### config.mk
export PLATFORM = sky130hd
export DESIGN_NAME = multicycle_controller
export DESIGN_NICKNAME = d
export VERILOG_FILES = /design/src/rtl/mc_pkg.sv /design/src/rtl/alu_decoder.sv /design/src/rtl/multicycle_controller.sv
export SDC_FILE = /design/constraint.sdc
export NUM_CORES = 1
export LEC_CHECK = 0
export CORE_MARGIN = 2
export CORE_UTILIZATION = 34
export CTS_BUF_LIST = sky130_fd_sc_hd__clkbuf_2
export CTS_CLUSTER_DIAMETER = 30
export CTS_CLUSTER_SIZE = 40
export DETAILED_ROUTE_END_ITERATION = 8
export PLACE_DENSITY = 0.78
export SETUP_SLACK_MARGIN = 0.02
export SYNTH_ARGS = -nofsm -noshare
export SYNTH_HDL_FRONTEND = slang
export SYNTH_SLANG_ARGS = --single-unit
### constraint.sdc
create_clock -name clk -period 2.7 [get_ports clk]
set_input_delay 0.81 -clock clk [delete_from_list [all_inputs] [get_ports clk]]
set_output_delay 0.81 -clock clk [all_outputs]
set_load 0.02 [all_outputs]
### src/rtl/mc_pkg.sv
// rtl/mc_pkg.sv - shared types and encodings for the multicycle MIPS controller
package mc_pkg;

  typedef enum logic [3:0] {
    S_FETCH   = 4'd0,
    S_DECODE  = 4'd1,
    S_MEMADR  = 4'd2,
    S_MEMRD   = 4'd3,
    S_MEMWB   = 4'd4,
    S_MEMWR   = 4'd5,
    S_RTYPEEX = 4'd6,
    S_RTYPEWB = 4'd7,
    S_BEQEX   = 4'd8,
    S_ADDIEX  = 4'd9,
    S_ADDIWB  = 4'd10,
    S_JEX     = 4'd11
`ifdef MULTICYCLE_CONTROLLER_BNE_EN
    ,S_BNEEX  = 4'd12
`endif
  } mc_state_t;

  localparam logic [5:0] OP_RTYPE = 6'b000000;
  localparam logic [5:0] OP_LW    = 6'b100011;
  localparam logic [5:0] OP_SW    = 6'b101011;
  localparam logic [5:0] OP_BEQ   = 6'b000100;
  localparam logic [5:0] OP_ADDI  = 6'b001000;
  localparam logic [5:0] OP_J     = 6'b000010;
  localparam logic [5:0] OP_BNE   = 6'b000101;

  localparam logic [5:0] FUNCT_ADD = 6'b100000;
  localparam logic [5:0] FUNCT_SUB = 6'b100010;
  localparam logic [5:0] FUNCT_AND = 6'b100100;
  localparam logic [5:0] FUNCT_OR  = 6'b100101;
  localparam logic [5:0] FUNCT_SLT = 6'b101010;

  localparam logic [1:0] ALU_OP_ADD   = 2'b00;
  localparam logic [1:0] ALU_OP_SUB   = 2'b01;
  localparam logic [1:0] ALU_OP_FUNCT = 2'b10;

  localparam logic [2:0] ALU_AND = 3'b000;
  localparam logic [2:0] ALU_OR  = 3'b001;
  localparam logic [2:0] ALU_ADD = 3'b010;
  localparam logic [2:0] ALU_SUB = 3'b110;
  localparam logic [2:0] ALU_SLT = 3'b111;

  localparam logic [1:0] SRCB_REG     = 2'b00;
  localparam logic [1:0] SRCB_FOUR    = 2'b01;
  localparam logic [1:0] SRCB_IMM     = 2'b10;
  localparam logic [1:0] SRCB_IMM_SH2 = 2'b11;

  localparam logic [1:0] PCSRC_ALU_RESULT = 2'b00;
  localparam logic [1:0] PCSRC_ALU_OUT    = 2'b01;
  localparam logic [1:0] PCSRC_JUMP       = 2'b10;

endpackage

### src/rtl/alu_decoder.sv
// rtl/alu_decoder.sv - maps alu_op and funct to the 3-bit ALU control code
module alu_decoder
  import mc_pkg::*;
#(
  parameter int FUNCT_W = 6
) (
  input  logic [1:0]         alu_op,
  input  logic [FUNCT_W-1:0] funct,
  output logic [2:0]         alu_control
);

  always_comb begin
    alu_control = ALU_ADD;
    case (alu_op)
      ALU_OP_ADD: alu_control = ALU_ADD;
      ALU_OP_SUB: alu_control = ALU_SUB;
      ALU_OP_FUNCT: begin
        // Unknown funct falls back to add rather than trapping.
        case (funct)
          FUNCT_ADD: alu_control = ALU_ADD;
          FUNCT_SUB: alu_control = ALU_SUB;
          FUNCT_AND: alu_control = ALU_AND;
          FUNCT_OR:  alu_control = ALU_OR;
          FUNCT_SLT: alu_control = ALU_SLT;
          default:   alu_control = ALU_ADD;
        endcase
      end
      default: alu_control = ALU_ADD;
    endcase
  end

endmodule

### src/rtl/multicycle_controller.sv
// rtl/multicycle_controller.sv - Moore control FSM for the MIPS multicycle datapath
// Optional bne support: define MULTICYCLE_CONTROLLER_BNE_EN.
module multicycle_controller
  import mc_pkg::*;
#(
  parameter int OP_W    = 6,
  parameter int FUNCT_W = 6
) (
  input  logic               clk,
  input  logic               reset,
  input  logic [OP_W-1:0]    op,
  input  logic [FUNCT_W-1:0] funct,
  input  logic               zero,
  output logic               pc_en,
  output logic               i_or_d,
  output logic               mem_write,
  output logic               ir_write,
  output logic               reg_dst,
  output logic               mem_to_reg,
  output logic               reg_write,
  output logic               alu_src_a,
  output logic [1:0]         alu_src_b,
  output logic [1:0]         pc_src,
  output logic [2:0]         alu_control
);

  mc_state_t state;
  mc_state_t dec_state;
  logic [1:0] alu_op;
  logic pc_write, branch, mem_write_raw, ir_write_raw, reg_write_raw;
`ifdef MULTICYCLE_CONTROLLER_BNE_EN
  logic bne;
`endif

  always_ff @(posedge clk) begin
    if (reset) begin
      state <= S_FETCH;
    end else begin
      case (state)
        S_FETCH:  state <= S_DECODE;
        S_DECODE: begin
          case (op)
            OP_LW, OP_SW: state <= S_MEMADR;
            OP_RTYPE:     state <= S_RTYPEEX;
            OP_BEQ:       state <= S_BEQEX;
            OP_ADDI:      state <= S_ADDIEX;
            OP_J:         state <= S_JEX;
`ifdef MULTICYCLE_CONTROLLER_BNE_EN
            OP_BNE:       state <= S_BNEEX;
`endif
            default:      state <= S_FETCH;
          endcase
        end
        S_MEMADR:  state <= (op == OP_LW) ? S_MEMRD : S_MEMWR;
        S_MEMRD:   state <= S_MEMWB;
        S_RTYPEEX: state <= S_RTYPEWB;
        S_ADDIEX:  state <= S_ADDIWB;
        default:   state <= S_FETCH;
      endcase
    end
  end

  // During reset the outputs show the FETCH decode with every write enable held low.
  always_comb begin
    dec_state     = reset ? S_FETCH : state;
    i_or_d        = 1'b0;
    reg_dst       = 1'b0;
    mem_to_reg    = 1'b0;
    alu_src_a     = 1'b0;
    alu_src_b     = SRCB_REG;
    pc_src        = PCSRC_ALU_RESULT;
    alu_op        = ALU_OP_ADD;
    pc_write      = 1'b0;
    branch        = 1'b0;
    mem_write_raw = 1'b0;
    ir_write_raw  = 1'b0;
    reg_write_raw = 1'b0;
`ifdef MULTICYCLE_CONTROLLER_BNE_EN
    bne           = 1'b0;
`endif
    case (dec_state)
      S_FETCH: begin
        alu_src_b    = SRCB_FOUR;
        ir_write_raw = 1'b1;
        pc_write     = 1'b1;
      end
      S_DECODE: alu_src_b = SRCB_IMM_SH2;
      S_MEMADR: begin
        alu_src_a = 1'b1;
        alu_src_b = SRCB_IMM;
      end
      S_MEMRD: i_or_d = 1'b1;
      S_MEMWB: begin
        mem_to_reg    = 1'b1;
        reg_write_raw = 1'b1;
      end
      S_MEMWR: begin
        i_or_d        = 1'b1;
        mem_write_raw = 1'b1;
      end
      S_RTYPEEX: begin
        alu_src_a = 1'b1;
        alu_op    = ALU_OP_FUNCT;
      end
      S_RTYPEWB: begin
        reg_dst       = 1'b1;
        reg_write_raw = 1'b1;
      end
      S_BEQEX: begin
        alu_src_a = 1'b1;
        alu_op    = ALU_OP_SUB;
        pc_src    = PCSRC_ALU_OUT;
        branch    = 1'b1;
      end
`ifdef MULTICYCLE_CONTROLLER_BNE_EN
      S_BNEEX: begin
        alu_src_a = 1'b1;
        alu_op    = ALU_OP_SUB;
        pc_src    = PCSRC_ALU_OUT;
        bne       = 1'b1;
      end
`endif
      S_ADDIEX: begin
        alu_src_a = 1'b1;
        alu_src_b = SRCB_IMM;
      end
      S_ADDIWB: reg_write_raw = 1'b1;
      S_JEX: begin
        pc_src   = PCSRC_JUMP;
        pc_write = 1'b1;
      end
      default: ;
    endcase
`ifdef MULTICYCLE_CONTROLLER_BNE_EN
    pc_en = ~reset & (pc_write | (branch & zero) | (bne & ~zero));
`else
    pc_en = ~reset & (pc_write | (branch & zero));
`endif
    mem_write = ~reset & mem_write_raw;
    ir_write  = ~reset & ir_write_raw;
    reg_write = ~reset & reg_write_raw;
  end

  alu_decoder #(
    .FUNCT_W(FUNCT_W)
  ) u_alu_decoder (
    .alu_op      (alu_op),
    .funct       (funct),
    .alu_control (alu_control)
  );

endmodule

==> Yosys cells after proc, flatten, opt, wreduce, memory -nomap -nowiden <==
Cells that the tools add are included.
W data, S select, Z words.
{ "word_totals": {"reg_bits": 4, "inputBits": 15, "output_inout_bits": 15, "elab_cells": 62} }
{ "op_classes": {"eq_ne": 27, "n_mux": 18, "bitwise": 7, "reduce_logical": 9} }
{ "op_table": {"columns": ["op", "n"], "rows": [
  ["$eq A6 B6 Y1 const B", 6],
  ["$pmux W4 S6", 1],
  ["$eq A4 B3 Y1 const B", 5],
  ["$eq A4 B4 Y1 const B", 5],
  ["$pmux W4 S5", 1],
  ["$eq A4 B2 Y1 const B", 4],
  ["$pmux W3 S4", 1],
  ["$mux W1", 9],
  ["$eq A4 B1 Y1 const B", 2],
  ["$logic_not A4 Y1", 2],
  ["$pmux W2 S2", 2],
  ["$reduce_or A2 Y1", 4],
  ["$eq A6 B2 Y1 const B", 1],
  ["$eq A6 B3 Y1 const B", 1],
  ["$eq A6 B4 Y1 const B", 1],
  ["$logic_not A6 Y1", 1],
  ["$pmux W2 S3", 1],
  ["$pmux W3 S2", 1],
  ["$and A1 B1 Y1", 5],
  ["$mux W4", 1],
  ["$reduce_or A4 Y1", 1],
  ["$mux W3", 1],
  ["$reduce_or A3 Y1", 1],
  ["$eq A2 B1 Y1 const B", 1],
  ["other kinds (3)", 3]
]} }

==> Longest topological paths before layout <==
Gate-level depths: netlist of the first run.
{ "logic_depth": {"ltp_word": 6, "mapped_depth": 7, "mapped_depth_nobuf": 7} }

==> By module <==
A second synthesis of the first run with hierarchy kept.
{ "hier_totals": {"hier_cells": 80, "area_unflattened_um2": 578.1} }
{ "by_module_without_submodules": {"columns": ["module", "n_inst", "cells_per_inst", "area_per_inst_um2", "seq_area_each_um2"], "rows": [
  ["multicycle_controller", 1, 65, 459.2, 80.1],
  ["alu_decoder", 1, 15, 118.9, 0.0]
]} }

==> Least setup slack after synthesis of the first run <==
No wires, ideal clock.
{ "synth_timing": {"path_type": "input to output", "from": "in reset", "to": "out alu_control[1]", "t_arrival_ns": 1.850, "t_required_ns": 1.890, "slack_ns": 0.040, "stages": 5, "n_path_buf": 0, "cell_sequence": "inv_2 -> nand3_1 -> or2_1 -> ha_1 -> a211o_1"} }
{ "synth_via": {"elab_chain_len": 5, "word_cells_on_any_way": 7, "classes_between": "eq/ne (4); mux (3)"} }
{ "synth_lines": {"columns": ["item", "line", "rtl"], "rows": [
  ["from (decl)", "multicycle_controller.sv:10", "input logic reset,"],
  ["$mux W4 (*)", "multicycle_controller.sv:65", "dec_state = reset ? S_FETCH : state;"],
  ["$eq A4 B4 Y1 / $eq A4 B3 Y1 (equally long branches)", "multicycle_controller.sv:81", "case (dec_state)"],
  ["$pmux W2 S2 (*)", "multicycle_controller.sv:81", null],
  ["$eq A2 B2 Y1 / $eq A2 B1 Y1 (equally long branches)", "alu_decoder.sv:14", "case (alu_op)"],
  ["$pmux W3 S2 (*)", "alu_decoder.sv:14", null],
  ["to (decl)", "multicycle_controller.sv:24", "output logic [2:0] alu_control"]
]} }
Mark *: on every way between the ends. The rest lies on a longest branch, timed or not.

==> Worst setup path after layout of the first run <==
Ends and elaborated chain as after synthesis.

==> out/metrics.yaml, run 1 <==
antenna_found_initial: 0
drt_iter0_markers: 13
syn_inst: 85
drv_cap: 0
synth-simple-area-share_pct: 38.4
p_int_mw: 0.133
finalHoldViolations: 0
synth_fp_nets: 103
gp_congestion: 0.846
start_util_pct: 36.4
final_cell_area_sq_um: 996
sequentialPowerShare_pct: 31.8
synth-compound-area-share_pct: 26.9
ys.flop_type: "dfxtp_1"
hold_slack_ns: 0.614
avgRoutedWirePerCell_um: 13.2
clk_path_buf_depth: 2
fp.dieH_um: 44.4
top_register: "state"
ant_nets: 0
placed_cell_area_sq_um: 932
whs_path_depth: 3
slew_violations: 0
h-tree-depth: 1
synth_top_family_by_area: "simple AND/OR/NAND/NOR gates"
grt_pass1_wl_um: 2970
fin_ws_ns: -0.0220
die_x_um: 44.4
p_per_area_mw_per_mm2: 198
cts.sinks: 4
largest_register_ffs: 4
syn_area_per_cell_sq_um: 6.52
ys_warn_count: 0
endpoint_kind: "output pin"
top_regs: "state: 4 flops"
syn2layout_area_growth_pct: 79.7
r2r_start: "state[1]$_SDFF_PP0_"
p_switching_mw: 0.0640
r2r_slack_ns: 1.40
clock_skew_ns: 0.00325
hold_class: "reg -> reg"
synthArstFlopShare_pct: 0
grt_max_degree: 13
worstPathMaxFanout: 3
layout-drive-gt1-share_pct: 28.6
synthXorXnorAreaFrac_pct: 4.74
arrival_ns: 1.91
port_buffers: 29
track_usage_pct: 20.3
synth_seq_cells: 4
root_buffer: "clkbuf_2"
die_area_sq_mm: 0.00197
synth_edf_count: 0
clkTransAtPathRegs_ns: 0.04
fin_crit_sh_pct: 101
setup_tns_ns: -0.0220
routed_wl_um: 1880
io_pins: 30
rows: 14
grt_pass1_vias: 734
tightest_slew_ns: 0.317
swShare_pct: 32.5
critPathKind: "in -> out"
hold_end: "state[3]$_SDFF_PP0_"
diodes: 0
overflow: 0
dp_hpwl_um: 1460
worst_setup_path_start_kind: "input pin"
num_vias: 769
crit_start: "reset"
ir_worst_vdd_v: 0.000164
drc: 0
vias_per_cell: 5.42
slew-limit-headroom_pct: 78.7
synthAdderAreaFrac_pct: 6.77
nNetsFinal: 146
reg2regPathDepth: 5
rsz0062_at_grt: "yes"
p_leak_nw: 0.470
hold_start: "state[3]$_SDFF_PP0_"
clkPwrFrac_pct: 27.6
cts_made_buffers: 3
cts_tree: "yes"
yosysUniqueCellTypes: 30
synth-seq-area-share_pct: 14.4
coreArea_sq_mm: 0.00152
setup_viol: 1
drt_first_pass_iters: 4
failed_checks: "negative setup slack"
clock_latency_ns: 0.21
r2r_end: "state[2]$_SDFF_PP0_"
power.share.combinational_pct: 40.6
fin_crit_ns: 2.72
syn-cell-area_sq_um: 554
synth.mux.area_fraction_pct: 0
required_ns: 1.89
outcome: "finished, violations left"
fmax_ghz: 0.367
preCtsSetupSlack_ns: -0.900
[cell type report]
type / instances / area (sq um)
well taps: 16 / 20.0
flip-flops and latches: 4 / 80.1
clock buffers: 3 / 15.0
multi-input cells: 70 / 483
repair buffers: 42 / 369
inverters: 7 / 28.8
fillers: 140 / 528
[placed cells by master, fill, tap and decap left out, types with 2 or more instances in the layout]
master	synthesis	layout
buf_4	1	15
dlygate4sd2_1	0	14
nor2_1	12	11
clkdlybuf4s50_1	0	9
nor3_1	6	6
a21oi_1	6	6
o21ai_1	5	5
and3_1	5	4
nand2_1	4	4
dfxtp_1	4	4
inv_2	3	3
inv_1	4	3
xor2_1	3	3
nand3_1	4	3
or3_1	3	3
clkbuf_2	0	3
nand2b_1	2	2
nor3b_2	0	2
a211oi_2	2	2
o21ai_0	2	2
ha_4	0	2
[logic make-up (layout without fill, tap and decap cells)]
family | count (synthesis) | in the layout
AOI/OAI and AO/OA | 23 | 23
DFF | 4 | 4
and+or+nand+nor | 41 | 41
xor gates and xnor gates | 3 | 3
adders and majority gates | 3 | 3
buffers and inverters | 11 | 52
[Yosys cell counts (all sizes together) (2+ instances only)]
cell type	n	area, sq um
inv	7	26.3
o21ai	7	35.0
nor3b	2	15.0
nor2	12	45.0
nor3	6	30.0
or3	3	18.8
nand3	4	20.0
nand2b	2	12.5
ha	3	37.5
a21oi	6	30.0
and3	5	31.3
nand2	4	15.0
xor2	3	26.3
a211oi	3	32.5
dfxtp	4	80.1
buf	4	22.5
[critical path, cell delays in order]
cell and delay [ns]:
buf_8 0.10, inv_4 0.05, nand3_2 0.08, or2_4 0.27
ha_4 0.22, a211o_1 0.24, buf_6 0.14
[stage by stage]
step                instances  total power [mW]  util [%]
floorplan                  85            0.0947         -
global placement          138             0.140      61.2
detailed placement        138             0.142      61.2
CTS                       141             0.194      63.9
global route              142             0.206      65.4
finish                    142             0.197      65.4
[worst max path at each step]
stage,end,slack [ns],depth (start not counted)
after floorplan,alu_control[1],0.04,5
after global placement,alu_control[1],-0.87,7
after detailed placement,alu_control[1],-0.90,7
after CTS,alu_control[1],-0.04,5
after global routing,alu_control[1],-0.04,7
final,alu_control[1],-0.02,7
[power groups by stage]
| stage | registers (mW) | logic (mW) | clock network [mW] |
|---|---|---|---|
| 2_1_floorplan | 0.0624 | 0.0323 | 0 |
| 3_3_place_gp | 0.0636 | 0.0763 | 0 |
| 3_5_place_dp | 0.0636 | 0.0784 | 0 |
| 4_1_cts | 0.0626 | 0.0766 | 0.0543 |
| 5_1_grt | 0.0626 | 0.0863 | 0.0569 |
| 6_report | 0.0626 | 0.0798 | 0.0544 |
[metal layers]
metal,vias up,GRT usage (%),share of wire [%]
li1,385,-,-
met3,6,1.63,6.5
met4,0,7.27,2.0
met5,-,0,0
met1,341,19.3,36
met2,37,43.5,56
[repair_timing]
action,in CTS,in global routing
resized for setup,50,5
hold endpoints to repair,0,0
hold buffers,0,0
buffers inserted,0,1
setup endpoints to repair,15,3
pin swaps,5,3
gates cloned,0,0
Note: power is estimated with default switching activity, not from simulation.
==> inputs of run 2 (changes only) <==
==> constraint.sdc (replaced) <==
create_clock -name clk -period 2.7 [get_ports clk]
set_input_delay 0.675 -clock clk [delete_from_list [all_inputs] [get_ports clk]]
set_output_delay 0.675 -clock clk [all_outputs]
set_load 0.02 [all_outputs]
==> out/metrics.yaml, run 2 (synthesis gave the netlist of run 1 again) <==
outcome: "completed"
antenna_found_initial: 0  # unchanged
final_cell_mix: "clkdlybuf4s50_1 (18), buf_4 (16), nor2_1 (12), nor3_1 (6), a21oi_1 (6)"
crit_family: "buffers and inverters"
port_buffers: 29  # unchanged
root_buffer: "clkbuf_2"
nNetsFinal: 146  # unchanged
fin_util_pct: 64.1  # -1.2 points
start_util_pct: 36.4  # unchanged
die_area_sq_mm: 0.00197  # unchanged
drv_cap: 0  # unchanged
clk_path_buf_depth: 2  # unchanged
slew-limit-headroom_pct: 75.9  # -2.8 points
vias_per_cell: 5.42  # unchanged
critPathKind: "in -> out"
coreArea_sq_mm: 0.00152  # unchanged
final_common_cell: "clkdlybuf4s50_1"
diodes: 0  # unchanged
fin_cells: 142  # unchanged
num_vias: 769  # unchanged
cts.sinks: 4  # unchanged
top_register: "state"
required_ns: 2.03  # +0.14 ns
hold_buffers: 0  # unchanged
clkTransAtPathRegs_ns: 0.05  # about the same
routed_wl_um: 1750  # -7.0%
top_regs: "state: 4 flops"
cts_made_buffers: 3  # unchanged
worst_setup_path_start_kind: "input pin"
final_cell_area_sq_um: 977  # -1.9%
clock_skew_ns: 0.00819  # +0.00494 ns
rsz0062_at_grt: "yes"
power_mw: 0.192  # -2.3%
endpoint_kind: "output pin"
drt_first_pass_iters: 4  # unchanged
dp_cells: 138  # unchanged
cts_tree: "yes"
placed_cell_area_sq_um: 932  # unchanged
drc: 0  # unchanged
fill_cells: 140  # unchanged
largest_register_ffs: 4  # unchanged
grt_pass1_vias: 698  # -4.9%
arrival_ns: 2.01  # +0.10 ns
layout-drive-gt1-share_pct: 25.4  # -3.2 points
cp.depth: 7  # unchanged
syn2layout_area_growth_pct: 76.3
fp.dieH_um: 44.4  # unchanged
io_pins: 30  # unchanged
track_usage_pct: 19.0  # -1.3 points
finalHoldViolations: 0  # unchanged
grt_pass1_wl_um: 2810  # -5.5%
p_per_area_mw_per_mm2: 197  # -0.39%
reg2regPathDepth: 5  # unchanged
fin_crit_ns: 2.68  # -0.0374 ns
whs_path_depth: 3  # unchanged
avgRoutedWirePerCell_um: 12.3  # -7.0%
grt_max_degree: 13  # unchanged
die_x_um: 44.4  # unchanged
setup_viol: 0  # -1
fin_crit_sh_pct: 99.4  # -1.4 points
dp_hpwl_um: 1440  # -0.84%
tightest_slew_ns: 0.359  # +0.0424 ns
h-tree-depth: 1  # unchanged
ir_worst_vdd_v: 0.000151  # -7.4%
drt_iter0_markers: 21  # +8
fmax_ghz: 0.372  # +1.4%
critPathMaxStageDelay_ns: 0.27  # about the same
clock_latency_ns: 0.20  # about the same
p_leak_nw: 0.465  # -1.1%
cp_slowest_cell: "dlygate4sd2_1"
gp_congestion: 0.864  # +2.1%
crit_path_cell_trace: "dlygate4sd2_1 > inv_2 > nand3_1 > or2_4 > ha_4 > a211o_1 > buf_2"
hold_slack_ns: 0.592  # -0.0214 ns
overflow: 0  # unchanged
slew_violations: 0  # unchanged
rows: 14  # unchanged
cp_num_buf_inv: 3  # unchanged
hold_class: "reg -> reg"
worstPathMaxFanout: 3  # unchanged
ant_nets: 0  # unchanged
==> run 2: worst reg2reg max path: stages, from the launching register on <==
cell	delay (ns)
dfxtp_1	0.38
buf_4	0.17
nand2b_1	0.18
nor2_1	0.07
nor2_1	0.15
and4bb_1	0.21
==> run 2: power by group <==
part	switching [mW]	internal [mW]	total [mW]
clock network	0.0225	0.0299	0.0524
logic	0.0354	0.0417	0.0771
registers	0.00185	0.0610	0.0629
total	0.0598	0.133	0.192
==> run 2: timing repair <==
| item | in CTS | in global routing |
|---|---|---|
| endpoints found under the setup margin | 15 | 8 |
| pin swaps | 1 | 1 |
| hold endpoints to repair | 0 | 0 |
| setup buffers | 1 | 0 |
| resized for setup | 22 | 12 |
==> run 2: layer usage <==
layer	up-vias	GRT usage (%)	wire length, um
met3	0	3.67	131
met5	-	0	0
met4	0	5.45	0
li1	391	-	-
met1	345	19.8	657
met2	33	37.6	959
==> run 2: stage by stage <==
stage	setup WS (ns)	setup TNS, ns
2_1_floorplan	0.310	0
3_3_place_gp	-0.609	-3.33
3_5_place_dp	-0.666	-3.72
4_1_cts	-0.00730	-0.00730
5_1_grt	-0.0405	-0.0405
6_report	0.0154	0
==> run 2: worst paths after layout <==
check | startpoint | endpoint | slack [ns]
setup reg to reg | state[1]$_SDFF_PP0_ | state[2]$_SDFF_PP0_ | 1.43
hold reg to reg | state[3]$_SDFF_PP0_ | state[3]$_SDFF_PP0_ | 0.59
hold / removal | state[3]$_SDFF_PP0_ | state[3]$_SDFF_PP0_ | 0.59
setup / recovery | reset | alu_control[1] | 0.02
==> run 2: cell type report <==
| cell class | count | area (sq um) | share of cell area (%) |
|---|---|---|---|
| flip-flops and latches | 4 | 81.3 | 8.32 |
| multi-input cells | 70 | 457 | 46.7 |
| repair buffers | 42 | 378 | 38.7 |
| well taps | 16 | 20.0 | 2.05 |
| inverters | 7 | 26.3 | 2.69 |
| clock buffers | 3 | 15.0 | 1.54 |
